$ cat src/rtl/mem_copy_pkg.sv
// Shared types and default sizes for the block-copy engine.
// Provides state_e (IDLE/COPY/DRAIN/DONE) and DW_DEF/AW_DEF.
package mem_copy_pkg;

  localparam int DW_DEF = 32;
  localparam int AW_DEF = 5;

  typedef enum logic [1:0] {
    IDLE  = 2'd0,
    COPY  = 2'd1,
    DRAIN = 2'd2,
    DONE  = 2'd3
  } state_e;

endpackage

$ cat src/rtl/mem_copy_engine_if.sv
// Memory-side bus of the copy engine: source read port, dest write port.
// master = engine (src_a, dst_we, dst_a, dst_wd out; src_rd in).
interface mem_copy_engine_if
  import mem_copy_pkg::*;
#(
  parameter int DW = DW_DEF,
  parameter int AW = AW_DEF
) ();

  logic [AW-1:0] src_a;
  logic [DW-1:0] src_rd;
  logic          dst_we;
  logic [AW-1:0] dst_a;
  logic [DW-1:0] dst_wd;

  modport master (
    output src_a,
    output dst_we,
    output dst_a,
    output dst_wd,
    input  src_rd
  );

  modport slave (
    input  src_a,
    input  dst_we,
    input  dst_a,
    input  dst_wd,
    output src_rd
  );

endinterface

$ cat src/rtl/mem_copy_engine.sv
// Block-copy DMA: copies len words src_base.. -> dst_base.., one per cycle.
// Ports: clk, rst_n, start, abort, src_base, dst_base, len, busy, done,
// count, bus (master). MEM_COPY_FILL_EN adds fill/fill_val (constant fill).
module mem_copy_engine
  import mem_copy_pkg::*;
#(
  parameter int DW = DW_DEF,
  parameter int AW = AW_DEF,
  parameter int LW = AW + 1
) (
  input  logic          clk,
  input  logic          rst_n,
  input  logic          start,
  input  logic          abort,
  input  logic [AW-1:0] src_base,
  input  logic [AW-1:0] dst_base,
  input  logic [LW-1:0] len,
`ifdef MEM_COPY_FILL_EN
  input  logic          fill,
  input  logic [DW-1:0] fill_val,
`endif
  output logic          busy,
  output logic          done,
  output logic [LW-1:0] count,
  mem_copy_engine_if.master bus
);

  state_e        state, state_d;
  logic [AW-1:0] src_ptr, dst_ptr, src_a_q;
  logic [LW-1:0] rd_rem;
  logic          we_q;
  logic [AW-1:0] wa_q;
  logic [DW-1:0] wd_q;
  logic          reading, rd_src;
  logic [DW-1:0] wdata;

  assign reading = (state == COPY)
                 && (rd_rem != '0) && !abort;

`ifdef MEM_COPY_FILL_EN
  logic          fill_q;
  logic [DW-1:0] fill_val_q;

  always_ff @(posedge clk or negedge rst_n) begin
    if (!rst_n) begin
      fill_q     <= 1'b0;
      fill_val_q <= '0;
    end else if (state == IDLE && start) begin
      fill_q     <= fill;
      fill_val_q <= fill_val;
    end
  end

  assign rd_src = reading && !fill_q;
  assign wdata  = fill_q ? fill_val_q : bus.src_rd;
`else
  assign rd_src = reading;
  assign wdata  = bus.src_rd;
`endif

  // src_a shows the live pointer only while reading; otherwise the
  // last address actually read stays on the bus.
  assign bus.src_a  = rd_src ? src_ptr : src_a_q;
  assign bus.dst_we = we_q;
  assign bus.dst_a  = wa_q;
  assign bus.dst_wd = wd_q;

  assign busy = (state == COPY) || (state == DRAIN);
  assign done = (state == DONE);

  always_comb begin
    state_d = state;
    unique case (state)
      IDLE:  if (start) state_d = COPY;
      COPY: begin
        // len=0 has nothing to drain, so it skips straight to DONE.
        if (rd_rem == '0)
          state_d = DONE;
        else if (abort)
          state_d = DRAIN;
        else if (rd_rem == LW'(1))
          state_d = DRAIN;
      end
      DRAIN: state_d = DONE;
      DONE:  state_d = IDLE;
      default: state_d = IDLE;
    endcase
  end

  always_ff @(posedge clk or negedge rst_n) begin
    if (!rst_n) state <= IDLE;
    else        state <= state_d;
  end

  always_ff @(posedge clk or negedge rst_n) begin
    if (!rst_n) begin
      src_ptr <= '0;
      dst_ptr <= '0;
      src_a_q <= '0;
      rd_rem  <= '0;
      count   <= '0;
      we_q    <= 1'b0;
      wa_q    <= '0;
      wd_q    <= '0;
    end else begin
      we_q <= reading;
      if (state == IDLE && start) begin
        src_ptr <= src_base;
        dst_ptr <= dst_base;
        rd_rem  <= len;
        count   <= '0;
      end
      if (reading) begin
        wd_q    <= wdata;
        wa_q    <= dst_ptr;
        src_ptr <= src_ptr + AW'(1);
        dst_ptr <= dst_ptr + AW'(1);
        rd_rem  <= rd_rem - LW'(1);
      end
      if (rd_src) src_a_q <= src_ptr;
      if (we_q)   count   <= count + LW'(1);
    end
  end

endmodule

$ cat src/flat_wrapper.sv
// flat-port wrapper written by rule: the top's interface ports become plain ports
module mem_copy_engine_flat import mem_copy_pkg::*;
#(
  parameter int DW = DW_DEF,
  parameter int AW = AW_DEF,
  parameter int LW = AW + 1
)
  (clk, rst_n, start, abort, src_base, dst_base, len, busy, done, count, bus_src_a, bus_dst_we, bus_dst_a, bus_dst_wd, bus_src_rd);
  mem_copy_engine_if #(.DW(DW), .AW(AW)) bus_i ();
  input  logic clk;
  input  logic rst_n;
  input  logic start;
  input  logic abort;
  input  logic [AW-1:0] src_base;
  input  logic [AW-1:0] dst_base;
  input  logic [LW-1:0] len;
  output logic busy;
  output logic done;
  output logic [LW-1:0] count;
  output wire logic [$bits(bus_i.src_a)-1:0] bus_src_a;
  output wire logic [$bits(bus_i.dst_we)-1:0] bus_dst_we;
  output wire logic [$bits(bus_i.dst_a)-1:0] bus_dst_a;
  output wire logic [$bits(bus_i.dst_wd)-1:0] bus_dst_wd;
  input wire logic [$bits(bus_i.src_rd)-1:0] bus_src_rd;
  assign bus_src_a = bus_i.src_a;
  assign bus_dst_we = bus_i.dst_we;
  assign bus_dst_a = bus_i.dst_a;
  assign bus_dst_wd = bus_i.dst_wd;
  assign bus_i.src_rd = bus_src_rd;
  mem_copy_engine #(.DW(DW), .AW(AW), .LW(LW)) u_core (.clk(clk), .rst_n(rst_n), .start(start), .abort(abort), .src_base(src_base), .dst_base(dst_base), .len(len), .busy(busy), .done(done), .count(count), .bus(bus_i));
endmodule
$ cat config.mk
export PLATFORM = sky130hd
export DESIGN_NAME = mem_copy_engine_flat
export DESIGN_NICKNAME = d
export VERILOG_FILES = /design/src/rtl/mem_copy_pkg.sv /design/src/rtl/mem_copy_engine_if.sv /design/src/rtl/mem_copy_engine.sv /design/src/flat_wrapper.sv
export SDC_FILE = /design/constraint.sdc
export NUM_CORES = 1
export LEC_CHECK = 0
export BUFFER_PORTS_ARGS = -buffer_cell sky130_fd_sc_hd__buf_2
export CAP_MARGIN = 20
export CORE_MARGIN = 4
export CORE_UTILIZATION = 50
export DETAILED_ROUTE_END_ITERATION = 6
export GPL_ROUTABILITY_DRIVEN = 0
export PLACE_DENSITY = 0.78
export SYNTH_ARGS = -nofsm -noshare
export SYNTH_HDL_FRONTEND = slang
export SYNTH_SLANG_ARGS = --single-unit
$ cat constraint.sdc
create_clock -name clk -period 2.6 [get_ports clk]
set_input_delay 0.52 -clock clk [delete_from_list [all_inputs] [get_ports clk]]
set_output_delay 0.52 -clock clk [all_outputs]
set_load 0.1 [all_outputs]
Word level (Yosys, flattened, before mapping)
Index checks and enable logic that the tools add are counted.
{ "totals": {"out_inout_bits": 51, "reg_bits": 67, "inputBits": 52} }
{ "op_classes": {"eq_ne": 6, "add_sub_neg": 4, "muxes": 14, "n_reduce_logical": 11} }
{ "op_table": {"columns": ["operator", "count"], "rows": [
  ["two-way mux 5 bit", 5],
  ["two-way mux 6 bit", 4],
  ["adder 5 x 1 -> 5 bit (second input constant)", 2],
  ["two-way mux 2 bit", 4],
  ["one-hot mux 2 bit (4 select lines)", 1],
  ["adder 6 x 1 -> 6 bit (second input constant)", 1],
  ["== test 6 x 1 -> 1 bit (second input constant)", 1],
  ["zero test 6 bit", 1],
  ["nonzero test 6 bit", 1],
  ["subtractor 6 x 1 -> 6 bit (second input constant)", 1],
  ["== test 2 bit (second input constant)", 2],
  ["!= test 4 bit (second input constant)", 1],
  ["nonzero test 2 bit", 2],
  ["logical AND 1 bit", 3],
  ["== test 2 x 1 -> 1 bit (second input constant)", 1],
  ["zero test 2 bit", 1],
  ["!= test 2 bit (second input constant)", 1],
  ["AND reduction 2 bit", 1],
  ["zero test 1 bit", 1],
  ["logical OR 1 bit", 1]
]} }

Longest topological paths before layout
{ "depth": {"word_depth": 5, "depth_mapped": 10} }

Worst setup path before layout
OpenSTA, ideal clock, no wires.
{ "synth_timing": {"path_kind": "flip-flop to output port", "startpoint": "register u_core.rd_rem[0]", "endpoint": "output bus_src_a[4]", "path_stages_with_launch": 8, "setup_slack_ps": -1371, "arrival_ps": 3451, "n_path_buf": 2, "path_cell_list": "dfrtp_1 inv_1 ha_1 nor3b_2 a21o_1 buf_6 buf_2 o21ai_0"} }
{ "synth_between": {"elab_chain_cells": 4} }
{ "synth_lines": {"columns": ["element", "line", "source"], "rows": [
  ["from (decl)", "mem_copy_engine.sv:30", "logic [LW-1:0] rd_rem;"],
  ["from (signal assigned)", "mem_copy_engine.sv:110", "rd_rem <= len;"],
  ["from (signal assigned)", "mem_copy_engine.sv:118", "rd_rem <= rd_rem - LW'(1);"],
  ["nonzero test 6 bit", "mem_copy_engine.sv:38", "&& (rd_rem != '0) && !abort;"],
  ["logical AND 1 bit (2 in a row)", "mem_copy_engine.sv:38", null],
  ["two-way mux 5 bit", null, null],
  ["to (decl)", "flat_wrapper.sv:20", "output wire logic [$bits(bus_i.src_a)-1:0] bus_src_a;"]
]} }
No other way between the ends.

Worst setup path after layout
{ "layout_timing": {"startpoint": "register u_core.state[1]", "endpoint": "output bus_src_a[3]"} }
{ "layout_between": {"elab_chain_cells": 4} }
{ "layout_lines": {"columns": ["element", "line", "source"], "rows": [
  ["from (decl)", "mem_copy_engine.sv:28", "state_e state, state_d;"],
  ["from (signal assigned)", "mem_copy_engine.sv:92", "else state <= state_d;"],
  ["== test 2 x 1 -> 1 bit", "mem_copy_engine.sv:37", "assign reading = (state == COPY)"],
  ["logical AND 1 bit (2 in a row)", "mem_copy_engine.sv:38", null],
  ["two-way mux 5 bit", null, null]
]} }
No other way between the ends.

==> results.json <==
{
  "h-tree-depth": 3,
  "synth-xor-area-share": 0.00568,
  "initial_core_util": 0.518,
  "layout_common_cells": "nand2_1, buf_2, dfrtp_1, o21ai_0",
  "gr-usage-all-layers": 0.198,
  "yosys-top-cells-area": "dfrtp_1, nand2_1, ha_1",
  "final_nets": 501,
  "clk_pin_slew_ns": 0.08,
  "cts.sinks": 67,
  "num_rows": 28,
  "clk_latency_ns": 0.33,
  "core_um2": 5960,
  "yosysUniqueCellTypes": 43,
  "final_cells": 520,
  "worstSetupPathType": "flop to primary output",
  "clockBufferDepth": 2,
  "maxSlewViolCount": 0,
  "cts_tree": "built",
  "cts_hold_buffers": 0,
  "dr.pass1.iters": 5,
  "dp_cells": 500,
  "crit_fanout": 9,
  "viasPerCell": 5.19,
  "status": "finished, final reports clean",
  "finalHoldViolCount": 0,
  "r2r_slack_ns": 0.26,
  "dieWidth_um": 86.5,
  "ys.flop_type": "dfrtp_1",
  "final_common_cell": "nand2_1",
  "die_area_um2": 7490,
  "synth.avg_cell_area_um2": 9.29,
  "relSlewSlack": 0.547,
  "cp_slowest_cell": "dfrtp_1",
  "gr-total-overflow": 0,
  "synth_fa_ha_area_frac": 0.0365,
  "netlist.area_leader.share": 0.544,
  "first_global_vias": 2608,
  "yosysTopAreaCell": "dfrtp_1",
  "tns_ns": 0,
  "cts_root_buffer": "clkbuf_8",
  "arrival_ns": 1.92,
  "vias": 2701,
  "cp-start-kind": "flop",
  "synth_top_family_by_area": "simple AND/OR/NAND/NOR gates",
  "syn2layout_area_growth_pct": 31.3,
  "routed_wl_um": 7230,
  "worstHoldPathType": "input pin to asynchronous set/reset pin",
  "skew_ns": 0.00643,
  "syn_nets": 393,
  "ys_seq_area_frac": 0.544,
  "cts_made_buffers": 9,
  "timing.fmax_mhz": 410,
  "cp_num_buf_inv": 3,
  "n_antenna_cell": 0,
  "worst_pin_slew_ns": 0.679,
  "path_cells": "inv_1, ha_2, nand2b_4, a21o_4, inv_2, nand2_1, nand2_2, buf_12",
  "synth-simple-area-share": 0.236,
  "end_kind": "primary output",
  "io_pins": 103,
  "dp_hpwl_um": 5100,
  "async_flop_share": 1.00,
  "die_h_um": 86.5,
  "holdWs_ns": 0.222,
  "antenna_found_initial": 0,
  "stdcell_area_um2": 4050,
  "min_period_ns": 2.44,
  "worstPathRequired_ns": 2.08,
  "max_cap_viol_count": 0,
  "yosysWarnings": 0,
  "fill_cells": 491,
  "io_buffers": 102,
  "final_layout_size_suffix_gt1_frac": 0.339,
  "placed_area_um2": 3740,
  "grt_max_degree": 40,
  "finalCritPeriodShare": 0.938,
  "drt_iter0_markers": 169,
  "netlist_instances": 332,
  "slowest_delay_ns": 0.41,
  "synth_seq_cells": 67,
  "synth_mux_area_frac": 0.0101,
  "synth_compound_area_frac": 0.124,
  "seq_area_um2": 1680,
  "multiInputGateArea_um2": 1340,
  "setup_violations": 0,
  "grt_pass1_wl_um": 11800,
  "antenna_left": 0,
  "drc_errors": 0,
  "critPathTopFamily": "buffers and inverters",
  "netlist_area_um2": 3080,
  "wire_per_inst_um": 13.9,
  "synth_edf_count": 0
}
[timing repair]
| item | CTS | global route |
|---|---|---|
| resized for setup | 2 | 4 |
| pin swaps | 1 | 1 |
| setup buffers | 2 | 1 |
| gates cloned | 0 | 1 |
| setup endpoints to repair | 5 | 8 |
| hold endpoints to repair | 0 | 0 |
[metal layers]
layer  global-route usage  part of all wire  wire length, µm
met1                0.261              0.43             3120
met2                0.322              0.48             3470
met3               0.0608             0.079              569
met4               0.0467            0.0079               57
met5                    0                 0                0
[worst register-to-register path, stage by stage (launching register included)]
cell     delay [ns]
dfrtp_1        0.41
inv_1          0.12
ha_4           0.18
nor3b_4        0.25
a21o_4         0.20
buf_4          0.15
buf_4          0.33
nand2_1        0.26
o221a_2        0.33
[layout make-up]
cell class / count / area share
well taps: 75 / 0.0232
inverters: 7 / 0.00649
flip-flops and latches: 67 / 0.414
clock inverters: 7 / 0.0287
multi-input cells: 243 / 0.330
repair buffers: 112 / 0.166
clock buffers: 9 / 0.0306
[cells by family after synthesis]
family | after synthesis
simple gates | 175
flops | 67
compound gates | 53
buf+inv | 23
fa+ha+maj | 9
mux | 3
xor+xnor | 2
[state kept, by name (all words and copies together), names as in the netlist]
name / count
u_core.bus.dst_wd: 32
u_core.count: 6
u_core.rd_rem: 6
u_core.bus.dst_a: 5
u_core.dst_ptr: 5
u_core.src_a_q: 5
u_core.src_ptr: 5
u_core.state: 2
u_core.bus.dst_we: 1
[stage by stage]
step | util | worst slack, ns
2_1_floorplan | - | 0.219
3_3_place_gp | 0.628 | 0.232
3_5_place_dp | 0.628 | 0.111
4_1_cts | 0.672 | 0.0453
5_1_grt | 0.680 | -0.0143
6_report | 0.680 | 0.161
[worst paths after layout]
| path | start | to | cells past startpoint |
|---|---|---|---|
| min reg2reg | u_core.bus.dst_wd[1] | u_core.bus.dst_wd[1] | 2 |
| max reg2reg | u_core.rd_rem[1] | u_core.dst_ptr[2] | 8 |
| min in group clk | bus_src_rd[13] | u_core.bus.dst_wd[13] | 3 |
| max | u_core.state[1] | bus_src_a[3] | 8 |
| min | rst_n | u_core.bus.dst_wd[18] | 1 |
| max in group asynchronous | rst_n | u_core.rd_rem[4] | 2 |
[synth_stat cells (3+ instances only)]
cell type    n
a211oi_1     4
a21oi_1      5
a31oi_1      6
buf_2        6
buf_4        3
buf_6        4
clkbuf_1     3
dfrtp_1     67
ha_1         9
inv_1        6
nand2_1    144
nand3_1      8
nor2_1       5
nor3_1       3
o211ai_1     3
o21a_1       3
o21ai_0     14
o221a_2      6
Power is left out: the tool's default activity adds up to more than one toggle a clock period on the data nets, which glitch-free logic cannot reach.
